[config.mk]
export PLATFORM = sky130hd
export DESIGN_NAME = floor_request_scheduler
export DESIGN_NICKNAME = d
export VERILOG_FILES = /design/src/rtl/floor_request_scheduler.sv
export SDC_FILE = /design/constraint.sdc
export NUM_CORES = 1
export LEC_CHECK = 0
export ABC_AREA = 0
export ABC_CLOCK_PERIOD_IN_PS = 7750
export BUFFER_PORTS_ARGS = -buffer_cell sky130_fd_sc_hd__buf_4
export CELL_PAD_IN_SITES_DETAIL_PLACEMENT = 0
export CELL_PAD_IN_SITES_GLOBAL_PLACEMENT = 2
export CORE_ASPECT_RATIO = 1.5
export CORE_MARGIN = 3
export CORE_UTILIZATION = 32
export CTS_CLUSTER_SIZE = 40
export DETAILED_ROUTE_END_ITERATION = 10
export PLACE_DENSITY_LB_ADDON = 0.15
export SLEW_MARGIN = 15
export SYNTH_ARGS = -nofsm -noshare
export SYNTH_HDL_FRONTEND = slang
export SYNTH_SLANG_ARGS = --single-unit
export TNS_END_PERCENT = 5
[constraint.sdc]
create_clock -name clk -period 7.75 [get_ports clk]
set_input_delay 0.775 -clock clk [delete_from_list [all_inputs] [get_ports clk]]
set_output_delay 0.775 -clock clk [all_outputs]
set_load 0.01 [all_outputs]
[src/rtl/floor_request_scheduler.sv]
// -----------------------------------------------------------------------------
// floor_request_scheduler
//
// Purpose:
//   Latches cab calls and directional hall calls per floor. Calls are cleared
//   when the car arrives, using the current travel direction to decide which
//   calls count as served. A SCAN (collective) direction FSM chooses the travel
//   direction, and the block publishes the next floor to stop at to the motion
//   controller.
//
// Ports:
//   clk            in   system clock, rising edge
//   reset_n        in   asynchronous active-low reset
//   cab_req        in   [NUM_FLOORS]  cab button requests, bit i = floor i
//   hall_up_req    in   [NUM_FLOORS]  hall up-call requests (top floor ignored)
//   hall_down_req  in   [NUM_FLOORS]  hall down-call requests (floor 0 ignored)
//   current_floor  in   [FLOOR_WIDTH] floor the car is at or passing
//   at_floor       in   one-cycle strobe: car stopped at current_floor
//   cab_pending    out  [NUM_FLOORS]  latched cab calls
//   up_pending     out  [NUM_FLOORS]  latched hall up-calls
//   down_pending   out  [NUM_FLOORS]  latched hall down-calls
//   dir            out  [2]  00 IDLE, 01 UP, 10 DOWN
//   target_floor   out  [FLOOR_WIDTH] next floor to stop at
//   target_valid   out  target_floor is meaningful
//   any_pending    out  OR of all pending bits
//
// Optional feature (macro PARK_RETURN_EN):
//   After PARK_CYCLES idle cycles with nothing pending, a virtual cab call is
//   placed at HOME_FLOOR. That call is then served like any other call.
// -----------------------------------------------------------------------------
module floor_request_scheduler #(
    parameter int NUM_FLOORS  = 10,
    parameter int FLOOR_WIDTH = 4,
    parameter int HOME_FLOOR  = 0,
    parameter int PARK_CYCLES = 1000
) (
    input  logic                   clk,
    input  logic                   reset_n,
    input  logic [NUM_FLOORS-1:0]  cab_req,
    input  logic [NUM_FLOORS-1:0]  hall_up_req,
    input  logic [NUM_FLOORS-1:0]  hall_down_req,
    input  logic [FLOOR_WIDTH-1:0] current_floor,
    input  logic                   at_floor,
    output logic [NUM_FLOORS-1:0]  cab_pending,
    output logic [NUM_FLOORS-1:0]  up_pending,
    output logic [NUM_FLOORS-1:0]  down_pending,
    output logic [1:0]             dir,
    output logic [FLOOR_WIDTH-1:0] target_floor,
    output logic                   target_valid,
    output logic                   any_pending
);

    typedef enum logic [1:0] {
        DIR_IDLE = 2'b00,
        DIR_UP   = 2'b01,
        DIR_DOWN = 2'b10
    } dir_t;

    // The top floor has no up button and the ground floor has no down button.
    localparam logic [NUM_FLOORS-1:0] UP_MASK   = {1'b0, {(NUM_FLOORS-1){1'b1}}};
    localparam logic [NUM_FLOORS-1:0] DOWN_MASK = {{(NUM_FLOORS-1){1'b1}}, 1'b0};

    logic [NUM_FLOORS-1:0]  r_cab, r_up, r_down;
    logic                   r_any;
    dir_t                   r_dir;
    logic [FLOOR_WIDTH-1:0] r_target;
    logic                   r_target_valid;

    logic [31:0]            w_cf32;
    logic [NUM_FLOORS-1:0]  w_gt, w_lt, w_at;
    logic [NUM_FLOORS-1:0]  w_all;
    logic                   w_above, w_below, w_call_here;
    logic [NUM_FLOORS-1:0]  w_clr_cab, w_clr_up, w_clr_down;
    logic [NUM_FLOORS-1:0]  w_cab_next, w_up_next, w_down_next;
    logic [NUM_FLOORS-1:0]  w_park_vec;
    dir_t                   w_dir_next;
    logic [FLOOR_WIDTH-1:0] w_tgt_next;
    logic                   w_tgt_valid_next;

    assign w_cf32 = 32'(current_floor);
    assign w_all  = r_cab | r_up | r_down;

    // Per-floor position relative to the car. An out-of-range current_floor
    // makes w_at all zero, which also suppresses every clear.
    for (genvar gi = 0; gi < NUM_FLOORS; gi++) begin : g_pos
        assign w_gt[gi] = 32'(gi) >  w_cf32;
        assign w_lt[gi] = 32'(gi) <  w_cf32;
        assign w_at[gi] = 32'(gi) == w_cf32;
    end

    assign w_above     = |(w_all & w_gt);
    assign w_below     = |(w_all & w_lt);
    assign w_call_here = |(w_all & w_at);

    // Arrival clears. A hall call for the opposite direction is only treated
    // as served when the car is about to reverse anyway.
    always_comb begin
        w_clr_cab  = '0;
        w_clr_up   = '0;
        w_clr_down = '0;
        if (at_floor) begin
            w_clr_cab = w_at;
            case (r_dir)
                DIR_UP: begin
                    w_clr_up = w_at;
                    if (!w_above) w_clr_down = w_at;
                end
                DIR_DOWN: begin
                    w_clr_down = w_at;
                    if (!w_below) w_clr_up = w_at;
                end
                default: begin
                    w_clr_up   = w_at;
                    w_clr_down = w_at;
                end
            endcase
        end
    end

`ifdef PARK_RETURN_EN
    localparam int PW = $clog2(PARK_CYCLES + 1);
    logic [PW-1:0] r_park_cnt;
    logic          w_park_req;

    // Counts idle-and-empty cycles, saturating at PARK_CYCLES.
    always_ff @(posedge clk or negedge reset_n) begin
        if (!reset_n) begin
            r_park_cnt <= '0;
        end else if (r_dir != DIR_IDLE || r_any) begin
            r_park_cnt <= '0;
        end else if (r_park_cnt != PW'(PARK_CYCLES)) begin
            r_park_cnt <= r_park_cnt + 1'b1;
        end
    end

    assign w_park_req = (r_dir == DIR_IDLE) && !r_any &&
                        (r_park_cnt == PW'(PARK_CYCLES)) &&
                        (w_cf32 != 32'(HOME_FLOOR));

    for (genvar gi = 0; gi < NUM_FLOORS; gi++) begin : g_park
        assign w_park_vec[gi] = w_park_req && (gi == HOME_FLOOR);
    end
`else
    assign w_park_vec = '0;
`endif

    // Clear takes priority over a same-cycle request for the same bit.
    assign w_cab_next  = (r_cab  | cab_req | w_park_vec)    & ~w_clr_cab;
    assign w_up_next   = (r_up   | (hall_up_req & UP_MASK))   & ~w_clr_up;
    assign w_down_next = (r_down | (hall_down_req & DOWN_MASK)) & ~w_clr_down;

    // SCAN direction: keep going while there is work ahead, then reverse.
    always_comb begin
        w_dir_next = r_dir;
        case (r_dir)
            DIR_UP:   w_dir_next = w_above ? DIR_UP   : (w_below ? DIR_DOWN : DIR_IDLE);
            DIR_DOWN: w_dir_next = w_below ? DIR_DOWN : (w_above ? DIR_UP   : DIR_IDLE);
            default:  w_dir_next = w_above ? DIR_UP   : (w_below ? DIR_DOWN : DIR_IDLE);
        endcase
    end

    // Target selection. Prefer calls that agree with the travel direction;
    // otherwise head for the farthest call, where the car will reverse.
    always_comb begin
        logic [FLOOR_WIDTH-1:0] up_near, up_far, dn_near, dn_far;
        logic                   up_near_ok;
        logic                   dn_near_ok;
        up_near    = '0;
        up_far     = '0;
        dn_near    = '0;
        dn_far     = '0;
        up_near_ok = 1'b0;
        dn_near_ok = 1'b0;
        w_tgt_next       = r_target;
        w_tgt_valid_next = 1'b0;

        for (int i = NUM_FLOORS - 1; i >= 0; i--) begin
            if (w_gt[i] && (r_cab[i] || r_up[i])) begin
                up_near    = FLOOR_WIDTH'(i);
                up_near_ok = 1'b1;
            end
            if (w_lt[i] && w_all[i]) dn_far = FLOOR_WIDTH'(i);
        end
        for (int i = 0; i < NUM_FLOORS; i++) begin
            if (w_gt[i] && w_all[i]) up_far = FLOOR_WIDTH'(i);
            if (w_lt[i] && (r_cab[i] || r_down[i])) begin
                dn_near    = FLOOR_WIDTH'(i);
                dn_near_ok = 1'b1;
            end
        end

        case (w_dir_next)
            DIR_UP: begin
                w_tgt_next       = up_near_ok ? up_near : up_far;
                w_tgt_valid_next = 1'b1;
            end
            DIR_DOWN: begin
                w_tgt_next       = dn_near_ok ? dn_near : dn_far;
                w_tgt_valid_next = 1'b1;
            end
            default: begin
                if (w_call_here) begin
                    w_tgt_next       = current_floor;
                    w_tgt_valid_next = 1'b1;
                end
            end
        endcase
    end

    always_ff @(posedge clk or negedge reset_n) begin
        if (!reset_n) begin
            r_cab          <= '0;
            r_up           <= '0;
            r_down         <= '0;
            r_any          <= 1'b0;
            r_dir          <= DIR_IDLE;
            r_target       <= '0;
            r_target_valid <= 1'b0;
        end else begin
            r_cab          <= w_cab_next;
            r_up           <= w_up_next;
            r_down         <= w_down_next;
            r_any          <= |(w_cab_next | w_up_next | w_down_next);
            r_dir          <= w_dir_next;
            r_target       <= w_tgt_next;
            r_target_valid <= w_tgt_valid_next;
        end
    end

    assign cab_pending  = r_cab;
    assign up_pending   = r_up;
    assign down_pending = r_down;
    assign any_pending  = r_any;
    assign dir          = r_dir;
    assign target_floor = r_target;
    assign target_valid = r_target_valid;

endmodule
* Yosys cells after proc, flatten, opt, wreduce, memory -nomap -nowiden *
Cells that the tools add are included.

storage, ports and cells
  register bits = 38
  bits of input ports = 37
  output and inout port bits = 38
  word-level logic and storage cells = 198

cells by class
  equality and inequality tests = 13
  magnitude comparators = 20
  bitwise logic cells = 16
  reductions and logical operators = 66
  multiplexer cells = 76

operator list
  cell                                                                             count
  4-bit two-way mux                                                                39
  10-bit two-way mux                                                               7
  10-bit AND                                                                       6
  10-bit bitwise OR                                                                6
  10-bit OR reduction                                                              4
  1-bit logical AND                                                                39
  32-bit logical NOT                                                               1
  10-bit inverter                                                                  3
  1-bit two-way mux                                                                25
  1-bit logical OR                                                                 20
  3-bit by 4-bit == test with 1-bit output (first input constant)                  4
  3-bit by 4-bit greater-than comparator with 1-bit output (first input constant)  4
  3-bit by 4-bit < comparator with 1-bit output (first input constant)             4
  10-bit by 9-bit bitwise OR with 10-bit output                                    1
  2-bit by 4-bit == test with 1-bit output (first input constant)                  2
  4-bit == test (first input constant)                                             2
  1-bit by 4-bit greater-than comparator with 1-bit output (first input constant)  2
  2-bit by 4-bit greater-than comparator with 1-bit output (first input constant)  2
  4-bit greater-than comparator (first input constant)                             2
  1-bit by 4-bit < comparator with 1-bit output (first input constant)             2
  2-bit by 4-bit < comparator with 1-bit output (first input constant)             2
  4-bit < comparator (first input constant)                                        2
  2-bit two-way mux                                                                4
  4-bit one-hot mux with 2 select lines                                            1
  5 further kinds                                                                  7

* Longest topological paths before layout *
  depth after elaboration = 15
  depth in mapped cells = 17
  mapped depth without buffers = 14

* Worst setup path before layout *
No wires, ideal clock.

  path kind = input-to-reg
  start = input port current_floor[0]
  end = register r_target[0] (netlist: target_floor[0])
  library setup time = 0.140 ns
  data arrival time = 3.687 ns
  stages on the path = 13
  data required time = 7.610 ns
  path buffers = 2
  path slack = 3.922 ns
  cells stage by stage = buf_6 > or4_4 > nand2_2 > or3b_4 > o311ai_4 > and2_1 > inv_1 > nand2b_1 > ha_1 > buf_1 > o41a_1 > a32oi_1 > o31ai_1

on the way
  elaborated cells on any way between the ends = 145
  classes of those cells = 20 x order compare; 11 x eq/ne; 67 x mux; 3 x bitwise; 44 x reduce/logical

RTL lines
  what                                                                                RTL line  source
  from (decl)                                                                         42        input logic [FLOOR_WIDTH-1:0] current_floor,
  1-bit by 4-bit greater-than comparator with 1-bit output (tied with other cells)    86        assign w_gt[gi] = 32'(gi) > w_cf32;
  10-bit AND                                                                          91        assign w_above = |(w_all & w_gt);
  10-bit OR reduction                                                                 91
  1-bit two-way mux                                                                   157       DIR_DOWN: w_dir_next = w_below ? DIR_DOWN : (w_above ? DIR_UP : DIR_IDLE);
  2-bit two-way mux                                                                   157
  2-bit two-way mux (*)                                                               -
  named net w_dir_next[0]                                                             76        dir_t w_dir_next;
  2-bit == test / 2-bit by 1-bit == test with 1-bit output (equally long branches)    192       case (w_dir_next)
  4-bit one-hot mux with 2 select lines / 3-bit nonzero test (equally long branches)  -
  to (signal assigned)                                                                225       r_target <= w_tgt_next;
  to (decl)                                                                           66        logic [FLOOR_WIDTH-1:0] r_target;

Mark *: on every way through the listed nets, which the timed path passes. The rest lies on a longest branch. The select of a mux whose other input is x is not followed.
A chain may end at the register's enable or synchronous reset.

* Worst setup path after layout *
  start = input port current_floor[0]
  end = register r_target[3] (netlist: target_floor[3])

The elaborated chain is that of the path after synthesis.

==> results by group <==
Drt
  • Number of detailed-routing iterations run before antenna repair: 4
  • Iteration-0 DRC Markers: 273
  • Post-DR wirelength/cell: 21.73 um
  • Detail-routed via count per cell: 5.906
  • Number of remaining DRC errors: 0
  • Routed vias: 2947
  • Antenna violation net count after detailed routing: 0
  • Wire length after detailed routing: 10850 um

CTS
  • Post-CTS Setup Repair Bufs: 0
  • Clock tree from TritonCTS: yes
  • Clock latency at the later pin of the worst-skew pair: 0.29 ns
  • Clock root buffer: clkbuf_16
  • H-tree levels: 2
  • Worst-case clock buffer depth: 2
  • Clock net sink count: 38
  • Count of cells resized by post-cts repair: 0
  • Clock buffers created by TritonCTS: 5
  • Clk pin slew, worst setup/hold paths: 0.06 ns
  • Hold buffers post-CTS: 0

Synth
  • Leading register cell type out of synthesis: dfrtp_1
  • Post-Synthesis Net Count: 365
  • Post-synth EDFFs: 0
  • Average cell area after synthesis: 8.210 um^2
  • Number of warnings issued by yosys: 0
  • Seq/Total Area, Yosys: 35.53%
  • Yosys cell types: 61
  • Post-Synthesis Cell Area: 2676 um^2
  • Async SR Flop Fraction: 100.0%
  • Cells after synthesis: 326
  • FF+latch count, synth: 38

Floorplan
  • Rows: 40
  • Boundary Pins: 75
  • Full die area: 9519 um^2
  • Starting utilization of the core area: 33.21%
  • Floorplan die width: 80.67 um
  • Vert. Die Dim: 118.0 um
  • Core Area: 8058 um^2

Timing
  • Count of final hold-check violations: 0
  • Share of the cycle needed by the critical path after routing: 55.80%
  • Hold slack final: 0.4425 ns
  • Worst-Margin Slew: 0.8111 ns
  • # setup viols final: 0
  • Final period demand of the worst path: 4.325 ns
  • Rel. slew slack: 45.82%
  • Number of max-slew violations in the final report: 0
  • Fmax: 231.2 MHz
  • RSZ-0062 raised after global routing: false
  • Setup clock skew after layout: 0.005623 ns
  • Final sum of negative setup slack: 0 ns

Placed design
  • Final estimated routing congestion in global placement: 0.9287
  • Placed Cells: 491
  • DP HPWL: 8598 um
  • DP Area: 3277 um^2
  • # port buffers: 72

Final layout
  • Count of nets after finishing: 432
  • Ant. Diodes: 0
  • Post-route insts no fill: 499
  • Final Instance Area: 3471 um^2
  • P&R area growth vs syn: 29.69%
  • Share of post-route cells with drive strength above 1: 25.13%
  • Count of fill cells added during filler insertion: 845
  • Utilization after layout: 43.07%

Critical path
  • Worst Setup Path Type: in -> reg
  • Delay of the slowest cell on the worst path: 0.66 ns
  • Slowest cell on the critical path: a211oi_1
  • Data required time of the worst path: 7.92 ns
  • Series of cell instances along the critical path: buf_4, a211oi_1, o22ai_1, or3b_4, o311ai_4, and2_1, inv_1, nand2b_1, inv_1, ha_1, nor3_2, mux2i_1, nor2_1
  • Critical Path Most Common Cell: inv_1
  • Critical path fanouts, max: 27
  • Count of buffering cells on the critical path with inverters included: 3
  • Arrival time of data at the critical path endpoint: 4.50 ns
  • Kind of start point of the critical path: input port
  • Sort of element at the end of the critical path: flop
  • Family with the most delay on the worst path: compound AO/OA/AOI/OAI gates

Outcome
  • Outcome: completed

Flow run
  • Count of maximum capacitance violations: 0

Global route
  • First-pass GRT wire length: 16480 um
  • Initial antenna violation count: 0
  • Global Route Usage Sum: 23.43%
  • Largest net degree at the start of global routing: 39
  • Via count of the first global-routing pass: 2982
  • Remaining global-route overflow: 0

Power
  • Power Density: 173.5 nW/um^2
  • Worst ir drop on vdd: 115.8 uV
  • Cell leakage power: 0.001293 uW

Min path
  • Class of the most critical hold timing path: in -> async
## path summary, 6_finish.rpt
path                                        startpoint                           to  cells after the start  slack [ns]
max in group asynchronous                      reset_n     cab_pending[0]$_DFF_PN0_                      1        6.93
max reg2reg                    up_pending[3]$_DFF_PN0_  target_floor[3]$_DFFE_PN0P_                     12        3.74
min in group clk           target_floor[1]$_DFFE_PN0P_  target_floor[1]$_DFFE_PN0P_                      1        0.48
min reg2reg                target_floor[1]$_DFFE_PN0P_  target_floor[1]$_DFFE_PN0P_                      1        0.48
max                                   current_floor[0]  target_floor[3]$_DFFE_PN0P_                     13        3.43
min                                            reset_n       target_valid$_DFF_PN0_                      1        0.44
## sequential cells by signal, summed over array words and instances, names as in the netlist
name	count
target_floor	4
down_pending	10
target_valid	1
up_pending	10
any_pending	1
dir	2
cab_pending	10
## cells by family after synthesis
| kind of cell | synth area share [%] |
|---|---|
| AO/OA/AOI/OAI | 29.97 |
| AND/OR/NAND/NOR | 28.19 |
| adder cells (fa/ha/maj) | 0.9349 |
| flip-flops | 35.53 |
| multiplexers | 0.7480 |
| buffers and inverters | 4.628 |
## placed cells by master, fill, tap and decap left out, types with 4 or more instances in the layout
master and instances:
nor2_1 55, nand3_1 8, a31oi_1 6, o22ai_1 7, clkbuf_16 5, or3_1 11, o21a_1 6, inv_1 12
a21oi_1 21, a211oi_1 8, nor4_1 4, o32ai_1 4, o211ai_1 4, nor3_1 16, buf_4 73, a21o_1 4
nand2b_1 4, dfrtp_1 38, o21ai_0 21, nand2_1 15, nand3b_1 4, or2_2 4
## metal layers
metal | part of all wire [%] | GRT usage [%]
met4 | 6.3 | 14.90
met5 | 0 | 0
met2 | 53 | 40.25
met1 | 37 | 25.90
met3 | 4.0 | 3.905
## synthesized netlist by cell type, types with 4 or more instances
master	n	area, um^2
nand2_1	15	56.30
nand3b_1	4	30.03
a31oi_1	6	37.54
a21o_1	4	30.03
nand3_1	8	40.04
o32ai_1	4	35.03
nor3_1	16	80.08
o211ai_1	4	30.03
o21a_1	6	45.04
dfrtp_1	38	950.9
nor4_1	4	25.02
o22ai_1	7	43.79
buf_2	6	30.03
nor2_1	55	206.5
a211oi_1	8	60.06
a21oi_1	21	105.1
nand2b_1	4	25.02
or2_2	4	25.02
o21ai_0	21	105.1
buf_4	4	30.03
or3_1	11	68.82
inv_1	12	45.04
## where the power goes
part           leakage [uW]  switching [uW]  internal, uW
clock             0.0000940            85.7           185
combinational      0.000829            64.4          48.8
sequential         0.000371            10.0           208
total               0.00129             160           442
## area by class of cell
cell class                      instances  area, um^2  share of cell area [%]
Clock inverter                          3       68.82                   1.983
Timing Repair Buffer                   73       548.0                   15.79
Inverter                               12       45.04                   1.298
Sequential cell                        38       950.9                   27.40
Clock buffer                            5       125.1                   3.605
Multi-Input combinational cell        263        1602                   46.14
Tap cell                              105       131.4                   3.785
## through the flow
step / total power, uW / setup slack [ns]
floorplan: 281.8 / 3.922
global placement: 335.3 / 3.143
CTS: 607.1 / 3.421
detailed placement: 335.2 / 3.149
finish: 602.3 / 3.425
global route: 628.3 / 3.161
Note: power is estimated with default switching activity, not from simulation.
